`src/rtl/frog_motion_controller.sv`:
```
// Frame-tick frog FSM: key levels -> 40-px hops, pad riding, car/water deaths, lives and goal scoring.
// Latency: state changes one Clk after the internal tick (4 Clk after a frame_clk rise); no backpressure, inputs sampled on ticks only.
module frog_motion_controller #(
    parameter logic [10:0] START_X      = 11'd320,
    parameter logic [10:0] START_Y      = 11'd440,
    parameter logic [10:0] HOP_STEP     = 11'd8,
    parameter logic [10:0] HOP_PX       = 11'd40,
    parameter logic [10:0] MAX_X        = 11'd600,
    parameter logic [10:0] GOAL_Y       = 11'd40,
    parameter logic [10:0] WATER_TOP    = 11'd80,
    parameter logic [10:0] WATER_BOT    = 11'd200,
    parameter logic [7:0]  DEATH_FRAMES = 8'd60,
    parameter logic [1:0]  LIVES        = 2'd3
) (
    input  logic        Clk,
    input  logic        Reset_n,
    input  logic        frame_clk,
    input  logic        up,
    input  logic        down,
    input  logic        left,
    input  logic        right,
    input  logic        restart,
    input  logic [3:0]  Car_Collision,
    input  logic [3:0]  LPad_Collision,
    input  logic [3:0]  ride_dx,
    output logic [10:0] FrogX,
    output logic [10:0] FrogY,
    output logic [10:0] Frog_Width,
    output logic [10:0] Frog_Height,
    output logic [1:0]  cur_Frog_Direction,
    output logic [1:0]  lives,
    output logic [6:0]  score,
    output logic        dead,
    output logic        game_over
);

    typedef enum logic [2:0] {
        S_IDLE,
        S_HOP,
        S_WAIT_REL,
        S_DEAD,
        S_GAMEOVER
    } state_t;

    localparam int          HOP_TICKS = int'(HOP_PX / HOP_STEP);
    localparam logic [7:0]  HOP_LAST  = 8'(HOP_TICKS - 1);
    localparam logic signed [11:0] HOP_S   = {1'b0, HOP_PX};
    localparam logic signed [11:0] MAX_X_S = {1'b0, MAX_X};
    localparam logic signed [11:0] GOAL_S  = {1'b0, GOAL_Y};
    localparam logic signed [11:0] START_S = {1'b0, START_Y};

    state_t      state_q, state_nxt;
    logic [10:0] x_q, x_nxt, y_q, y_nxt, tgt_x_q, tgt_x_nxt, tgt_y_q, tgt_y_nxt;
    logic [1:0]  dir_q, dir_nxt, lives_q, lives_nxt, lives_dec;
    logic [6:0]  score_q, score_nxt;
    logic        dead_q, dead_nxt, go_q, go_nxt;
    logic [7:0]  hop_cnt_q, hop_cnt_nxt, death_cnt_q, death_cnt_nxt;
    logic        fclk_s1, fclk_s2, fclk_s3, tick;

    // Two-flop synchroniser, then a registered rising-edge pulse.
    always_ff @(posedge Clk or negedge Reset_n) begin
        if (!Reset_n) begin
            fclk_s1 <= 1'b0;
            fclk_s2 <= 1'b0;
            fclk_s3 <= 1'b0;
            tick    <= 1'b0;
        end else begin
            fclk_s1 <= frame_clk;
            fclk_s2 <= fclk_s1;
            fclk_s3 <= fclk_s2;
            tick    <= fclk_s2 & ~fclk_s3;
        end
    end

    logic               car_hit, on_pad, water_death, any_key, key_ok;
    logic [1:0]         key_dir;
    logic signed [11:0] x_s, y_s, ride_ext, ride_sum, key_tx, key_ty;
    logic [10:0]        ride_x;

    always_comb begin
        car_hit     = |Car_Collision;
        on_pad      = |LPad_Collision;
        water_death = (y_q >= WATER_TOP) && (y_q <= WATER_BOT) && !on_pad;
        any_key     = up | down | left | right;
        x_s         = {1'b0, x_q};
        y_s         = {1'b0, y_q};
        ride_ext    = {{8{ride_dx[3]}}, ride_dx};
        ride_sum    = x_s + ride_ext;
        if (ride_sum < 12'sd0)
            ride_x = 11'd0;
        else if (ride_sum > MAX_X_S)
            ride_x = MAX_X;
        else
            ride_x = ride_sum[10:0];

        key_dir = 2'b00;
        key_tx  = x_s;
        key_ty  = y_s;
        key_ok  = 1'b0;
        if (up) begin
            key_dir = 2'b00;
            key_ty  = y_s - HOP_S;
            key_ok  = key_ty >= GOAL_S;
        end else if (down) begin
            key_dir = 2'b01;
            key_ty  = y_s + HOP_S;
            key_ok  = key_ty <= START_S;
        end else if (left) begin
            key_dir = 2'b11;
            key_tx  = x_s - HOP_S;
            key_ok  = key_tx >= 12'sd0;
        end else if (right) begin
            key_dir = 2'b10;
            key_tx  = x_s + HOP_S;
            key_ok  = key_tx <= MAX_X_S;
        end
    end

    always_comb begin
        state_nxt     = state_q;
        x_nxt         = x_q;
        y_nxt         = y_q;
        dir_nxt       = dir_q;
        lives_nxt     = lives_q;
        score_nxt     = score_q;
        dead_nxt      = dead_q;
        go_nxt        = go_q;
        hop_cnt_nxt   = hop_cnt_q;
        death_cnt_nxt = death_cnt_q;
        tgt_x_nxt     = tgt_x_q;
        tgt_y_nxt     = tgt_y_q;
        lives_dec     = lives_q - 2'd1;
        if (tick) begin
            unique case (state_q)
                S_IDLE, S_WAIT_REL: begin
                    if (car_hit || water_death) begin
                        state_nxt     = S_DEAD;
                        dead_nxt      = 1'b1;
                        death_cnt_nxt = 8'd0;
                    end else if (state_q == S_IDLE && any_key) begin
                        dir_nxt = key_dir;
                        if (key_ok) begin
                            state_nxt   = S_HOP;
                            hop_cnt_nxt = 8'd0;
                            tgt_x_nxt   = key_tx[10:0];
                            tgt_y_nxt   = key_ty[10:0];
                        end else begin
                            state_nxt = S_WAIT_REL;
                        end
                    end else begin
                        if (on_pad)
                            x_nxt = ride_x;
                        if (state_q == S_WAIT_REL && !any_key)
                            state_nxt = S_IDLE;
                    end
                end
                S_HOP: begin
                    // Car check precedes landing, so a hit on the last step scores nothing.
                    if (car_hit) begin
                        state_nxt     = S_DEAD;
                        dead_nxt      = 1'b1;
                        death_cnt_nxt = 8'd0;
                    end else if (hop_cnt_q == HOP_LAST) begin
                        state_nxt = S_WAIT_REL;
                        if (tgt_y_q == GOAL_Y) begin
                            if (score_q < 7'd99)
                                score_nxt = score_q + 7'd1;
                            x_nxt   = START_X;
                            y_nxt   = START_Y;
                            dir_nxt = 2'b00;
                        end else begin
                            x_nxt = tgt_x_q;
                            y_nxt = tgt_y_q;
                        end
                    end else begin
                        hop_cnt_nxt = hop_cnt_q + 8'd1;
                        case (dir_q)
                            2'b00:   y_nxt = y_q - HOP_STEP;
                            2'b01:   y_nxt = y_q + HOP_STEP;
                            2'b10:   x_nxt = x_q + HOP_STEP;
                            default: x_nxt = x_q - HOP_STEP;
                        endcase
                    end
                end
                S_DEAD: begin
                    if (death_cnt_q == DEATH_FRAMES - 8'd1) begin
                        lives_nxt = lives_dec;
                        if (lives_dec == 2'd0) begin
                            state_nxt = S_GAMEOVER;
                            go_nxt    = 1'b1;
                        end else begin
                            state_nxt = S_WAIT_REL;
                            x_nxt     = START_X;
                            y_nxt     = START_Y;
                            dir_nxt   = 2'b00;
                            dead_nxt  = 1'b0;
                        end
                    end else begin
                        death_cnt_nxt = death_cnt_q + 8'd1;
                    end
                end
                S_GAMEOVER: begin
                    if (restart) begin
                        state_nxt = S_WAIT_REL;
                        lives_nxt = LIVES;
                        score_nxt = 7'd0;
                        x_nxt     = START_X;
                        y_nxt     = START_Y;
                        dir_nxt   = 2'b00;
                        dead_nxt  = 1'b0;
                        go_nxt    = 1'b0;
                    end
                end
                default: state_nxt = S_IDLE;
            endcase
        end
    end

    always_ff @(posedge Clk or negedge Reset_n) begin
        if (!Reset_n) begin
            state_q     <= S_IDLE;
            x_q         <= START_X;
            y_q         <= START_Y;
            dir_q       <= 2'b00;
            lives_q     <= LIVES;
            score_q     <= 7'd0;
            dead_q      <= 1'b0;
            go_q        <= 1'b0;
            hop_cnt_q   <= 8'd0;
            death_cnt_q <= 8'd0;
            tgt_x_q     <= START_X;
            tgt_y_q     <= START_Y;
        end else begin
            state_q     <= state_nxt;
            x_q         <= x_nxt;
            y_q         <= y_nxt;
            dir_q       <= dir_nxt;
            lives_q     <= lives_nxt;
            score_q     <= score_nxt;
            dead_q      <= dead_nxt;
            go_q        <= go_nxt;
            hop_cnt_q   <= hop_cnt_nxt;
            death_cnt_q <= death_cnt_nxt;
            tgt_x_q     <= tgt_x_nxt;
            tgt_y_q     <= tgt_y_nxt;
        end
    end

    assign FrogX              = x_q;
    assign FrogY              = y_q;
    assign Frog_Width         = 11'd40;
    assign Frog_Height        = 11'd40;
    assign cur_Frog_Direction = dir_q;
    assign lives              = lives_q;
    assign score              = score_q;
    assign dead               = dead_q;
    assign game_over          = go_q;

endmodule

```
`config.mk`:
```
export PLATFORM = sky130hd
export DESIGN_NAME = frog_motion_controller
export DESIGN_NICKNAME = d
export VERILOG_FILES = /design/src/rtl/frog_motion_controller.sv
export SDC_FILE = /design/constraint.sdc
export NUM_CORES = 1
export LEC_CHECK = 0
export BUFFER_PORTS_ARGS = -buffer_cell sky130_fd_sc_hd__buf_2
export CAP_MARGIN = 25
export CORE_ASPECT_RATIO = 0.75
export CORE_UTILIZATION = 60
export DETAILED_ROUTE_END_ITERATION = 8
export PLACE_DENSITY_LB_ADDON = 0.2
export SLEW_MARGIN = 10
export SYNTH_ARGS = -nofsm -noshare
export SYNTH_HDL_FRONTEND = slang
export SYNTH_SLANG_ARGS = --single-unit
```
`constraint.sdc`:
```
create_clock -name Clk -period 3.6 [get_ports Clk]
set_input_delay 0 -clock Clk [delete_from_list [all_inputs] [get_ports Clk]]
set_output_delay 0 -clock Clk [all_outputs]
set_load 0.02 [all_outputs]
```
## Yosys cells after proc, flatten, opt, wreduce, memory -nomap -nowiden

Index checks and enable logic that the tools add are counted.

| operators by class | value |
|---|---|
| equality and inequality tests | 30 |
| shift-type cells | 0 |
| bitwise operators | 6 |
| $add $sub $neg | 13 |
| multiplexer cells | 82 |
| magnitude comparators | 9 |
| multipliers | 0 |
| reduce and logical (&&, ||, !) cells | 31 |
| divide/modulo/power cells | 0 |

Operators by type and width:

| operator | count |
|---|---|
| $mux W11 | 23 |
| $mux W8 | 8 |
| $pmux W11 S2 | 2 |
| $pmux W11 S4 | 1 |
| $mux W7 | 5 |
| $ne A2 B2 Y1 const B | 17 |
| $pmux W11 S3 | 1 |
| $mux W2 | 15 |
| $reduce_and A7 Y1 | 4 |
| $add A11 B6 Y12 const B | 2 |
| $mux W3 | 8 |
| $pmux W8 S3 | 1 |
| $sub A11 B6 Y12 const B | 2 |
| $add A11 B4 Y11 const B | 2 |
| $sub A11 B4 Y11 const B | 2 |
| $reduce_and A10 Y1 | 2 |
| $reduce_and A5 Y1 | 4 |
| $add A8 B1 Y8 const B | 2 |
| $pmux W8 S2 | 1 |
| $pmux W7 S2 | 1 |
| $add A12 B4 Y12 | 1 |
| $ge A12 B1 Y1 const B | 1 |
| $ge A12 B7 Y1 const B | 1 |
| $gt A12 B11 Y1 const B | 1 |
| 38 further kinds | 64 |

| word-level totals | value |
|---|---|
| output and inout bits | 57 |
| latch bits | 0 |
| register bits after elaboration | 80 |
| memory bits (writable) | 0 |
| input port bits | 20 |
| logic and storage cells | 187 |
| memories kept | 0 |
| ROM bits | 0 |

## Depth between registers and ports, before layout

| depth | value |
|---|---|
| depth after elaboration | 10 |
| mapped depth | 11 |
| gate-level depth less buffers | 10 |

## Least setup slack after synthesis

Ideal clock, no wire load.

| path | value |
|---|---|
| path kind | reg2reg |
| start | register y_q[3] (netlist: FrogY[3]) |
| end | register tgt_x_q[0] |
| stages on the path, launching flop included | 12 |
| buffers on the path | 2 |
| library setup time | 0.125 ns |
| slack | 0.757 ns |
| data arrival time | 2.718 ns |
| clock period less this slack | 2.843 ns |
| required time | 3.475 ns |
| path through | dfstp_2 > buf_2 > inv_1 > ha_1 > nor2b_1 > a31oi_1 > o22ai_1 > a22oi_1 > nand4_1 > nor3_2 > buf_4 > mux2_2 |

| between the ends | value |
|---|---|
| cells in the longest elaborated chain, start to end | 6 |
| elaborated cells on any way between the ends | 13 |
| classes of those cells | add/sub (2); order compare (4); mux (2); bitwise (1); reduce/logical (4) |

RTL lines:

| element | line | text |
|---|---|---|
| start, declared | 53 | `logic [10:0] x_q, x_nxt, y_q, y_nxt, tgt_x_q, tgt_x_nxt, tgt_y_q, tgt_y_nxt;` |
| start signal, assigned | 236 | `y_q <= y_nxt;` |
| branches (longest 5 deep; another with $add A11 B6 Y12) | - |  |
| $reduce_and A5 Y1 (no line) * | - |  |
| end signal, assigned | 244 | `tgt_x_q <= tgt_x_nxt;` |
| end, declared | 53 |  |

Every way passes the cells marked *.
A chain may end at the register's enable or synchronous reset.

## Worst setup path after layout

| path | value |
|---|---|
| start | register x_q[4] (netlist: FrogX[4]) |
| end | register x_q[0] (netlist: FrogX[0]) |

| between the ends | value |
|---|---|
| cells in the longest elaborated chain, start to end | 8 |
| elaborated cells on any way between the ends | 9 |
| classes of those cells | add/sub (1); order compare (2); mux (6) |

RTL lines:

| element | line | text |
|---|---|---|
| start, declared | 53 |  |
| start signal, assigned | 235 | `x_q <= x_nxt;` |
| $add A12 B4 Y12 * | 88 | `ride_sum = x_s + ride_ext;` |
| $gt A12 B11 Y1 | 91 | `else if (ride_sum > MAX_X_S)` |
| $mux W11 | 91 |  |
| $mux W11 * | 89 | `if (ride_sum < 12'sd0)` |
| $mux W11 * | 151 | `if (on_pad)` |
| $mux W11 * | 140 | `end else if (state_q == S_IDLE && any_key) begin` |
| $mux W11 * | 136 | `if (car_hit \|\| water_death) begin` |
| $pmux W11 S4 * | 134 | `unique case (state_q)` |

Every way passes the cells marked *; elsewhere a longest branch is shown, timed or not. The select of a mux whose other input is x is not followed.

==> impl_metrics.tcl <==
set metrics [dict create \
    cp.required_ns 3.86 \
    grt_antenna_before_repair 0 \
    cts_tree "yes" \
    grt_max_degree 81 \
    ys.flop_type "dfrtp_1" \
    worst_slew_pin_slew_ns 0.897 \
    hold_ws_ns 0.0640 \
    r2r-end "FrogX[0]$_DFFE_PN0P_" \
    drv_slew 0 \
    synthCells 751 \
    synth_area_um2 6510 \
    die_y_um 92.2 \
    finalSetupTns_ns 0 \
    busiest_layer "met2" \
    ys_ff_latch 80 \
    io_pins 77 \
    ff2ff_setup_slack_ns 0.38 \
    fp.dieW_um 122 \
    clock_latency_ns 0.35 \
    use_met3_pct 7.71 \
    critPathMaxFanout 10 \
    routedWlPerCell_um 19.5 \
    die_area_um2 11300 \
    layout-drive-gt1-share_pct 19.0 \
    yosys_warnings 0 \
    synth.avg_cell_area_um2 8.67 \
    coreArea_um2 10400 \
    leakage_nw 3.06 \
    via_per_inst 6.61 \
    global_route.usage.met2_pct 50.7 \
    fmax_ghz 0.311 \
    startpoint_type "register" \
    cp-end-kind "register" \
    clock_sinks 80 \
    num_rows 32 \
    max-clock-path-buffers 2 \
    wirelength_um 18200 \
    synth_cell_type_count 79 \
    fin_crit_sh_pct 89.3 \
    vias 6145 \
    final_hold_viol_count 0 \
    gp_congestion 0.924 \
    powerDensity_nw_per_um2 890 \
    gr-total-overflow 0 \
    drt-pass1-iter-count 6 \
    drc 0 \
    nNetsFinal 847 \
    crit_buf_inv 0 \
    dr.first_iter.drc_count 769 \
    grt_pass1_wl_um 29600 \
    worstPathCellList "ha_1, o21a_1, o21ai_0, nor3_1, or4_4, a211oi_4, o211ai_1, a41oi_1" \
    clock-skew-final_ns 0.00652 \
    crit_family "compound AO/OA/AOI/OAI gates" \
    htree_levels 3 \
    grt_util_met1_pct 48.1 \
    synth_edf_count 0 \
    min_period_ns 3.22 \
    port-buffer-count 54 \
    slowest_stage "dfrtp_1" \
    setup_viol 0 \
    dp_hpwl_um 13100 \
    numCtsBuffers 9 \
    area_growth_pct 8.99 \
    drv_cap 0 \
    hold_path_class "input port to asynchronous set/reset pin" \
    grt_pass1_vias 5802 \
    maxSlewHeadroom_pct 39.7 \
    ir_drop_mv 0.411 \
    run_status "finished clean" \
    rr_startpoint "FrogX[4]$_DFFE_PN0P_" \
    layout_common_cells "nor2_1 (66), dfrtp_1 (64), nand2_1 (56), buf_2 (53), o21ai_0 (44)" \
    rsz0062_at_grt "no" \
    cts-root-buf "clkbuf_16" \
    critPathMaxStageDelay_ns 0.60 \
    path_clk_slew_ns 0.06 \
    drtAntennaViolNets 0 \
    r2r_cells 8 \
    diodes 0 \
    grt_use_total_pct 33.8 \
    cts_setup_buffers 0 \
    async_reset_ff_share_pct 100 \
    start_util_pct 62.6 \
    ys_seq_area_share_pct 31.0 \
    layout_commonest_cell "nor2_1" \
    critical_path_class "register to register" \
    cp.arrival_ns 3.47 \
]
==> cell usage after synthesis (21+ instances only) <==
master / count / share of area [%]
nor3_1: 31 / 2.4
dfrtp_1: 64 / 25
a21oi_1: 38 / 2.9
clkbuf_1: 22 / 1.3
a31oi_1: 21 / 2.0
buf_4: 30 / 3.5
mux2_2: 29 / 5.0
inv_1: 23 / 1.3
o21ai_0: 44 / 3.4
xnor2_1: 25 / 3.4
nand2_1: 56 / 3.2
nor2_1: 66 / 3.8
ha_1: 35 / 6.7
==> final cells by class <==
cell class | instances | area [µm²]
tap | 136 | 170
timing repair buffer | 71 | 425
fill | 875 | 3310
sequential | 80 | 2020
clock inverter | 6 | 42.5
inverter | 24 | 90.1
clock buffer | 10 | 239
multi-input combinational | 603 | 4110
==> registers in the layout (all words and copies together) (netlist names) <==
signal,count
tgt_x_q,11
death_cnt_q,8
hop_cnt_q,8
fclk_s1,1
FrogY,11
fclk_s2,1
fclk_s3,1
tgt_y_q,11
tick,1
FrogX,11
dead,1
cur_Frog_Direction,2
game_over,1
score,7
lives,2
state_q,3
==> layer usage <==
metal	part of all wire, %	routed length (µm)	up-vias
met5	0	0	-
met4	2.5	457	0
met3	9.2	1660	59
met2	44	8060	330
met1	44	7980	2953
li1	-	-	2803
==> worst max-delay path by stage <==
stage / from / endpoint / depth (start not counted)
after floorplan: FrogY[3]$_DFFE_PN1P_ / tgt_x_q[0]$_DFFE_PN0P_ / 11
after detailed placement: FrogY[3]$_DFFE_PN1P_ / FrogX[4]$_DFFE_PN0P_ / 8
after global placement: FrogY[3]$_DFFE_PN1P_ / FrogX[4]$_DFFE_PN0P_ / 8
after global routing: FrogY[3]$_DFFE_PN1P_ / FrogX[2]$_DFFE_PN0P_ / 9
final: FrogX[4]$_DFFE_PN0P_ / FrogX[0]$_DFFE_PN0P_ / 8
after CTS: FrogY[3]$_DFFE_PN1P_ / FrogX[4]$_DFFE_PN0P_ / 8
==> worst register-to-register path: stages (launching register included) <==
cell and delay, ns:
dfrtp_1 0.60, ha_1 0.37, o21a_1 0.21, o21ai_0 0.43, nor3_1 0.15, or4_4 0.55, a211oi_4 0.41, o211ai_1 0.17
a41oi_1 0.24
==> where the power goes <==
group | leakage, nW | internal [W] | switching, W | total (W)
clock | 0.135 | 0.000487 | 0.000390 | 0.000877
combinational | 1.96 | 0.00150 | 0.00227 | 0.00377
sequential | 0.968 | 0.00117 | 0.000501 | 0.00167
total | 3.06 | 0.00316 | 0.00316 | 0.00632
==> cells by family after synthesis <==
kind of cell	synth area share [%]
AOI/OAI and AO/OA	23.3
xor gates and xnor gates	5.78
adders and majority gates	7.65
buffers and inverters	7.01
DFF	31.0
muxes	5.94
other	0.115
and+or+nand+nor	19.2
==> timing repair <==
action / CTS / global route
resized for setup: 0 / 0
endpoints found under the hold margin: 65 / 0
hold buffers: 2 / 0
==> through the flow <==
| step | worst slack [ns] | cell area [µm²] | instances | power, W | util [%] |
|---|---|---|---|---|---|
| after floorplan | 0.757 | 6590 | 771 | 0.00438 | - |
| after global placement | 0.571 | 6770 | 911 | 0.00517 | 65.0 |
| after detailed placement | 0.490 | 6770 | 911 | 0.00532 | 65.0 |
| after CTS | 0.467 | 7070 | 929 | 0.00623 | 67.9 |
| after global routing | 0.228 | 7100 | 930 | 0.00676 | 68.2 |
| final | 0.384 | 7100 | 930 | 0.00632 | 68.2 |
No activity file was read; power rests on OpenSTA's default activity.
